<file path="src/rtl/pid_pkg.sv">
// Shared types and helpers for the time-multiplexed multi-channel PID controller.
package pid_pkg;

    typedef enum logic [2:0] {
        IDLE,
        ERR,
        MP,
        MI,
        MD,
        ACC,
        DONE
    } state_t;

    // Default number of fractional bits of the Q-format gains (1.0 = 2**Q_FRAC).
    localparam int Q_FRAC = 15;

    // Signed clamp for any operand width up to 64 bits.
    // The caller sign-extends the operand and truncates the result.
    function automatic longint sat(input longint x, input longint lo, input longint hi);
        if (x > hi) return hi;
        if (x < lo) return lo;
        return x;
    endfunction

endpackage

</file>
<file path="src/rtl/pid_mul.sv">
// Shared registered signed multiplier: (a * b) >>> FRAC, with one cycle of latency.
module pid_mul
    import pid_pkg::*;
#(
    parameter int W    = 19,
    parameter int FRAC = Q_FRAC
) (
    input  logic                  up_clk,
    input  logic                  rst,
    input  logic signed [W-1:0]   i_a,
    input  logic signed [W+1:0]   i_b,
    output logic signed [2*W+1:0] o_p
);

    logic signed [2*W+1:0] w_full;
    logic signed [2*W+1:0] r_p;

    // Both operands are widened first so that the product is formed at full width.
    assign w_full = (2*W+2)'(i_a) * (2*W+2)'(i_b);
    assign o_p    = r_p;

    always_ff @(posedge up_clk or posedge rst) begin
        if (rst) begin
            r_p <= '0;
        end else begin
            r_p <= w_full >>> FRAC;
        end
    end

endmodule

</file>
<file path="src/rtl/pid_ctrl_mc.sv">
// N_CH-channel PID controller; one shared multiplier, five cycles per channel.
module pid_ctrl_mc
    import pid_pkg::*;
#(
    parameter int W       = 19,
    parameter int FRAC    = Q_FRAC,
    parameter int N_CH    = 4,
    parameter int INT_LIM = 2**(W-1)-1,
    parameter int OUT_MAX = 2**(W-1)-1,
    parameter int OUT_MIN = -(2**(W-1))
) (
    input  logic              up_clk,
    input  logic              rst,
    input  logic              sample_start,
    input  logic [N_CH*W-1:0] N_ref,
    input  logic [N_CH*W-1:0] N_fb,
    input  logic [N_CH*W-1:0] K_p,
    input  logic [N_CH*W-1:0] K_i,
    input  logic [N_CH*W-1:0] K_d,
    input  logic [N_CH-1:0]   int_clr,
    output logic [N_CH*W-1:0] N_con,
    output logic              busy,
    output logic              done
);

    localparam int CW    = (N_CH > 1) ? $clog2(N_CH) : 1;
    localparam int ACC_W = 2*W+3;
    localparam logic signed [W-1:0] L_OUT_MAX = W'(OUT_MAX);
    localparam logic signed [W-1:0] L_OUT_MIN = W'(OUT_MIN);

    state_t                r_state, w_next;
    logic [CW-1:0]         r_ch;
    logic signed [W:0]     r_e;
    logic signed [W+1:0]   r_de;
    logic signed [W-1:0]   r_kp, r_ki, r_kd;
    logic signed [2*W+1:0] r_p, r_iinc;

    logic signed [W-1:0]   r_int   [N_CH];
    logic signed [W:0]     r_eprev [N_CH];
    logic signed [W-1:0]   r_ncon  [N_CH];

    logic signed [W-1:0]   w_ref, w_fb;
    logic signed [W:0]     w_e;
    logic signed [W+1:0]   w_de;
    logic signed [W-1:0]   w_mul_a;
    logic signed [W+1:0]   w_mul_b;
    logic signed [2*W+1:0] w_mul;
    logic signed [ACC_W-1:0] w_isum, w_u;
    logic signed [W-1:0]   w_inew, w_int_upd, w_ncon_new;
    logic                  w_hold;

    assign w_ref = N_ref[r_ch*W +: W];
    assign w_fb  = N_fb[r_ch*W +: W];
    assign w_e   = (W+1)'(w_ref) - (W+1)'(w_fb);
    assign w_de  = (W+2)'(w_e) - (W+2)'(r_eprev[r_ch]);

    // Integrator candidate, anti-windup hold, and saturated output; w_mul carries d in ACC.
    assign w_isum     = ACC_W'(r_int[r_ch]) + ACC_W'(r_iinc);
    assign w_inew     = W'(sat(64'(w_isum), -longint'(INT_LIM), longint'(INT_LIM)));
    assign w_hold     = ((r_ncon[r_ch] == L_OUT_MAX) && !r_iinc[2*W+1] && (r_iinc != '0)) ||
                        ((r_ncon[r_ch] == L_OUT_MIN) &&  r_iinc[2*W+1]);
    assign w_int_upd  = w_hold ? r_int[r_ch] : w_inew;
    assign w_u        = ACC_W'(r_p) + ACC_W'(w_int_upd) + ACC_W'(w_mul);
    assign w_ncon_new = W'(sat(64'(w_u), longint'(OUT_MIN), longint'(OUT_MAX)));

    pid_mul #(
        .W    (W),
        .FRAC (FRAC)
    ) u_mul (
        .up_clk (up_clk),
        .rst    (rst),
        .i_a    (w_mul_a),
        .i_b    (w_mul_b),
        .o_p    (w_mul)
    );

    // NOTE: every signal is given a default first so no path through the block leaves it unassigned (no latch).
    always_comb begin
        w_next  = r_state;
        busy    = (r_state != IDLE);
        done    = (r_state == DONE);
        w_mul_a = r_kp;
        w_mul_b = (W+2)'(r_e);
        case (r_state)
            IDLE:    if (sample_start) w_next = ERR;
            ERR:     w_next = MP;
            MP:      w_next = MI;
            MI:      begin w_next = MD; w_mul_a = r_ki; end
            MD:      begin w_next = ACC; w_mul_a = r_kd; w_mul_b = r_de; end
            ACC:     w_next = (r_ch == CW'(N_CH-1)) ? DONE : ERR;
            DONE:    w_next = IDLE;
            default: w_next = IDLE;
        endcase
    end

    // NOTE: sequential state uses <= so every flop samples pre-edge values regardless of statement order.
    always_ff @(posedge up_clk or posedge rst) begin
        if (rst) begin
            r_state <= IDLE;
            r_ch    <= '0;
            r_e     <= '0;
            r_de    <= '0;
            r_kp    <= '0;
            r_ki    <= '0;
            r_kd    <= '0;
            r_p     <= '0;
            r_iinc  <= '0;
        end else begin
            r_state <= w_next;
            case (r_state)
                IDLE: if (sample_start) r_ch <= '0;
                ERR: begin
                    r_e  <= w_e;
                    r_de <= w_de;
                    r_kp <= K_p[r_ch*W +: W];
                    r_ki <= K_i[r_ch*W +: W];
                    r_kd <= K_d[r_ch*W +: W];
                end
                MI:      r_p    <= w_mul;
                MD:      r_iinc <= w_mul;
                ACC:     r_ch   <= r_ch + CW'(1);
                default: ;
            endcase
        end
    end

    // NOTE: per-channel arrays are flops and are reset explicitly; RAM-style storage would not be.
    always_ff @(posedge up_clk or posedge rst) begin
        if (rst) begin
            for (int k = 0; k < N_CH; k++) begin
                r_int[k]   <= '0;
                r_eprev[k] <= '0;
                r_ncon[k]  <= '0;
            end
        end else begin
            if (r_state == ACC) begin
                r_int[r_ch]   <= w_int_upd;
                r_eprev[r_ch] <= r_e;
                r_ncon[r_ch]  <= w_ncon_new;
            end
            // A clear is written last so it overrides the ACC update of the same channel.
            for (int k = 0; k < N_CH; k++) begin
                if (int_clr[k]) begin
                    r_int[k]   <= '0;
                    r_eprev[k] <= '0;
                end
            end
        end
    end

    for (genvar g = 0; g < N_CH; g++) begin : g_out
        assign N_con[g*W +: W] = r_ncon[g];
    end

endmodule

</file>
<file path="config.mk">
export PLATFORM = sky130hd
export DESIGN_NAME = pid_ctrl_mc
export DESIGN_NICKNAME = d
export VERILOG_FILES = /design/src/rtl/pid_pkg.sv /design/src/rtl/pid_mul.sv /design/src/rtl/pid_ctrl_mc.sv
export SDC_FILE = /design/constraint.sdc
export NUM_CORES = 2
export LEC_CHECK = 0
export CAP_MARGIN = 10
export CORE_UTILIZATION = 55
export CTS_BUF_LIST = sky130_fd_sc_hd__clkbuf_8
export DETAILED_ROUTE_END_ITERATION = 7
export PLACE_DENSITY_LB_ADDON = 0.25
export SLEW_MARGIN = 20
export SYNTH_ARGS = -nofsm -noshare
export SYNTH_HDL_FRONTEND = slang
export SYNTH_SLANG_ARGS = --single-unit
</file>
<file path="constraint.sdc">
create_clock -name up_clk -period 34.6 [get_ports up_clk]
set_input_delay 6.92 -clock up_clk [delete_from_list [all_inputs] [get_ports up_clk]]
set_output_delay 6.92 -clock up_clk [all_outputs]
set_load 0.01 [all_outputs]
</file>
Yosys cells after proc, flatten, opt, wreduce, memory -nomap -nowiden
Index checks and enable logic that the tools add are counted.
{ "word_totals": {"output_inout_bits": 78, "word_cells": 115, "register_bits": 410, "inputBits": 387} }
{ "classes": {"n_addsub": 6, "mux": 48, "reduce_logical": 15, "magnitude_cmp": 6, "eq_ne": 10, "n_mul": 2, "bitwise_logic": 1, "n_shift": 5} }
{ "ops": {"columns": ["cell", "n"], "rows": [
  ["$shiftx A76 B8 Y19", 5],
  ["$mux W19", 16],
  ["$bwmux W76", 2],
  ["$mux W20", 7],
  ["$bwmux W80", 1],
  ["$mux W80", 1],
  ["$bmux W19 S2", 2],
  ["$mux W76", 1],
  ["$bmux W20 S2", 1],
  ["$demux W20 S2", 1],
  ["$mul A19 B21 Y40", 1],
  ["$reduce_bool A40 Y1", 1],
  ["$demux W19 S2", 1],
  ["$eq A19 B19 Y1 const B", 2],
  ["$pmux W19 S2", 1],
  ["$mux W18", 2],
  ["$add A26 B25 Y27", 1],
  ["$gt A27 B19 Y1 const B", 1],
  ["$lt A27 B19 Y1 const B", 1],
  ["$add A19 B25 Y26", 1],
  ["$add A25 B19 Y26", 1],
  ["$gt A26 B19 Y1 const B", 1],
  ["$lt A26 B19 Y1 const B", 1],
  ["$mux W21", 1],
  ["other kinds (24)", 40]
]} }

Logic depth before layout (Yosys ltp)
{ "logic_depth": {"word_depth": 19, "ltp_mapped": 35, "depth_no_buf": 32} }

By module
From an unflattened synthesis, not the netlist that was laid out.
{ "unflattened": {"cells_unflattened": 4749, "area_unflattened_um2": 44114.8} }
{ "modules_own_cells": {"columns": ["module", "area_per_inst_um2", "n_inst", "seq_area_each_um2", "cells_each"], "rows": [
  ["pid_ctrl_mc", 29001.6, 1, 10385.0, 3120],
  ["pid_mul", 15113.2, 1, 625.6, 1629]
]} }

Worst setup path after synthesis
Ideal clock, no wire load.
{ "synth_timing": {"path_type": "input-to-reg", "start": "in N_ref[57]", "end": "reg r_de[19]", "arrival_time_ns": 10.902, "setup_slack_ns": 23.602, "n_path_buf": 0, "setup_time_ns": 0.095, "required_ns": 34.505, "cell_stages": 23, "cell_sequence": "mux4_2 inv_1 ha_1 inv_1 fa_1 a21o_1 a21oi_1 o21ai_0 a21oi_1 o211ai_1 o21a_1 nor2_1 xnor2_1 ha_1 a21o_1 a21o_1 a21oi_1 o21ai_0 nand2_1 a21oi_1 o21ai_0 a21oi_1 o31ai_1"} }
{ "synth_via": {"elab_chain_len": 3} }
{ "synth_rtl": {"columns": ["element", "line", "text"], "rows": [
  ["from (decl)", "pid_ctrl_mc.sv:15", "input logic [N_CH*W-1:0] N_ref,"],
  ["$shiftx A76 B8 Y19", "pid_ctrl_mc.sv:52", "assign w_ref = N_ref[r_ch*W +: W];"],
  ["$sub A19 B19 Y20", "pid_ctrl_mc.sv:54", "assign w_e = (W+1)'(w_ref) - (W+1)'(w_fb);"],
  ["named net w_e[12]", "pid_ctrl_mc.sv:43", "logic signed [W:0] w_e;"],
  ["$sub A20 B20 Y21", "pid_ctrl_mc.sv:55", "assign w_de = (W+2)'(w_e) - (W+2)'(r_eprev[r_ch]);"],
  ["to (signal assigned)", "pid_ctrl_mc.sv:114", "r_de <= w_de;"],
  ["to (decl)", "pid_ctrl_mc.sv:34", "logic signed [W+1:0] r_de;"]
]} }
The timed path passes the listed nets, and every way through them passes these cells.
A chain may end at the register's enable or synchronous reset.

Worst setup path in the final report
{ "layout_timing": {"start": "in N_ref[0]", "end": "reg r_de[19]"} }
The elaborated chain is that of the path after synthesis.

==> key figures <==
Detailed routing
  • DRT iter0 DRCs: 2580
  • Wirelength per Cell: 21.1 µm
  • Pre-antenna DRT Iters: 6
  • Total number of vias: 32100
  • Average vias per placed instance: 5.76
  • DRC errors left: 0
  • Total Wirelength: 118000 µm
  • Antenna Nets Post-Route: 0

Final layout
  • Nets: 5602
  • Area of the multi-input gates: 26200 µm²
  • Storage element area: 10300 µm²
  • Layout cells sized above 1: 9.13%
  • Post-route cell area: 46400 µm²
  • Non-filler cells, final: 5579
  • Fillers: 5662
  • P&R area growth vs syn: 18.0%

STA
  • Min Clock Period, post-route: 11.44 ns
  • Final Max Tran Viols: 0
  • Tightest Pin Transition: 1.04 ns
  • Layout Skew: 0.0547 ns
  • Fin crit share: 33.1%
  • Max_slew headroom: 28.5%
  • Fin Setup TNS: 0 ns
  • FMAX: 87.4 MHz
  • Final Hold Viols: 0
  • WHS: 0.473 ns
  • Final setup vio count: 0
  • RSZ-0062 raised after global routing: no

Clocking
  • Clk slew on worst S/H paths: 0.06 ns
  • Maximum root-to-sink buffer count: 3
  • Skew-Pair Late Insertion Delay: 0.69 ns
  • Clk sinks: 410
  • H-tree depth: 3
  • CTS tree: done
  • TritonCTS buffer count: 72
  • Setup bufs post-CTS: 0
  • Root buf cell: clkbuf_8
  • CTS Hold Buffers Added: 0
  • CTS resizes: 0

Placed design
  • Placed Area: 44800 µm²
  • Port Buffer Count: 464
  • Placed insts: 5443
  • Post-DP HPWL: 92100 µm
  • GPL Wtd Cong: 0.985

Worst hold path
  • Hold Crit Class: flip-flop to flip-flop
  • Hold Crit Start: r_ki[8]

Worst setup path
  • Crit-path slowest cell: mux4_2
  • CP arrival: 11.99 ns
  • CP Launch Type: input pin
  • CP required: 35.15 ns
  • Most frequent CP cell: a21oi_1
  • Critical path origin: N_ref[0]
  • CP max FO: 4
  • Worst r2r src: r_ch[0]
  • Kind of critical path: input pin to flip-flop
  • CP max stage delay: 0.47 ns
  • Critical path cell sequence: clkdlybuf4s50_1, mux4_2, inv_1, ha_1, inv_1, fa_1, a21o_1, a21oi_1, o21bai_1, a21oi_1, xnor2_1, ha_1, nand3_1, a211o_1, a31oi_1, a41oi_1, o21ai_0, nand2_1, a21oi_1, o21ai_0, and3_1, o31ai_1
  • Crit. End Element: flip-flop

Floorplanning
  • Core area: 70400 µm²
  • I/O pins: 465
  • Horiz. Die Dim: 269 µm
  • Core Rows: 97
  • DIE AREA: 72600 µm²
  • Initial Utilization: 55.9%
  • Die Ht: 269 µm

Global routing
  • Pin count of the biggest net entering global routing: 111
  • First-pass GRT wire length: 187000 µm
  • Vias in the first global route: 33300
  • Initial antenna violation count: 6
  • GRT overflow: 0
  • Tot GR Track Use: 33.0%

Synthesis
  • Mean Syn Cell Area: 9.36 µm²
  • Yosys warnings: 0
  • Mapped Area: 39300 µm²
  • Yosys cell types: 88
  • Synth Instances: 4203
  • Top FF cell, synth: dfrtp_1
  • Post-synthesis sequential area ratio: 26.1%
  • Asr flop ratio synth: 100%
  • EDFF count, synth: 0
  • Flops & latches, synth: 410
  • Syn_nets: 5226

Run status
  • Status: finished, final reports clean

Run
  • Max-Cap Viols: 0
## through the flow
stage	util [%]	setup WS, ns
after detailed placement	63.7	22.58
after global routing	65.9	22.72
after CTS	65.8	23.24
after global placement	63.7	22.72
after floorplan	-	16.27
final	65.9	23.16
## placed cells by master (no fill, tap or decap), types with 13 or more instances in the layout
master / synthesis / routed
clkdlybuf4s50_1: 0 / 460
nand2b_1: 28 / 27
dfrtp_1: 410 / 408
xnor2_1: 60 / 60
mux4_2: 153 / 153
mux2i_1: 23 / 22
nand3_1: 25 / 25
nand4_1: 14 / 14
clkbuf_8: 0 / 86
nand2_1: 935 / 930
o21a_1: 18 / 18
a211oi_2: 13 / 13
o21ai_1: 22 / 21
a21o_1: 39 / 39
a211oi_1: 79 / 79
xor2_1: 31 / 31
buf_4: 4 / 56
nor2_1: 273 / 271
nor2b_1: 23 / 23
inv_1: 558 / 578
a31oi_1: 26 / 16
a21oi_1: 190 / 190
nor3_1: 24 / 24
o21ai_0: 181 / 181
and2_1: 25 / 21
nor4_1: 15 / 15
ha_1: 205 / 205
and3_1: 14 / 14
fa_1: 431 / 431
## worst max-delay path: cells and delay by family
family	cells	cell delay, ns
AOI/OAI and AO/OA	11	2.54
adders and majority gates	3	0.97
buffers and inverters	3	0.54
muxes	1	0.47
and+or+nand+nor	3	0.44
xor gates and xnor gates	1	0.11
## synth_stat cells (all sizes together), types with 26 or more instances
| library cell | n | area [µm²] |
|---|---|---|
| nand2 | 936 | 3520 |
| inv | 560 | 2100 |
| fa | 431 | 8630 |
| dfrtp | 410 | 10300 |
| nor2 | 274 | 1030 |
| ha | 205 | 2560 |
| o21ai | 204 | 1020 |
| a21oi | 201 | 1050 |
| clkbuf | 180 | 676 |
| mux4 | 153 | 3450 |
| a211oi | 97 | 856 |
| xnor2 | 60 | 526 |
| buf | 41 | 199 |
| a21o | 39 | 293 |
| xor2 | 31 | 272 |
| nand2b | 28 | 175 |
| and2 | 27 | 171 |
| a31oi | 26 | 163 |
## final cells by class
class	count	share of cell area, %
Timing Repair Buffer	523	11.0
Multi-Input combinational cell	3012	56.5
Inverter	560	4.55
Sequential cell	410	22.1
Antenna cell	6	0.0324
Clock inverter	42	0.701
Tap cell	940	2.53
Clock buffer	86	2.55
## sequential cells by signal, summed over array words and instances (netlist names), 20 cells and up
register and flops:
r_p 25, r_de 21, r_e 20, r_eprev 80, N_con 76, r_int 76, u_mul.o_p 25, r_iinc 25
## cells by family after synthesis
logic type	after synthesis	synth area share (%)
buffers and inverters	781	7.57
AND/OR/NAND/NOR	1421	14.9
flip-flops	410	26.1
adder cells (fa/ha/maj)	636	28.5
multiplexers	184	9.58
AO/OA/AOI/OAI	680	11.3
XOR/XNOR	91	2.03
## per-layer routing
| layer | global-route usage [%] | wire [µm] | vias up |
|---|---|---|---|
| met1 | 41.7 | 45400 | 16000 |
| met3 | 5.67 | 8560 | 258 |
| met4 | 15.6 | 5740 | 0 |
| met5 | 0 | 0 | - |
| met2 | 55.4 | 58200 | 1388 |
| li1 | - | - | 14500 |
## final timing paths
path	slack, ns	to	cells after the start
hold / removal	0.47	r_ki[8]	2
setup reg to reg	24.68	N_con[14]	27
max in group asynchronous	25.86	r_ch[0]	4
min in group asynchronous	6.76	N_con[71]	2
setup / recovery	23.16	r_de[19]	22
hold reg to reg	0.47	r_ki[8]	2
Power is left out: the tool's default activity adds up to more than one toggle a clock period on the data nets, which glitch-free logic cannot reach.
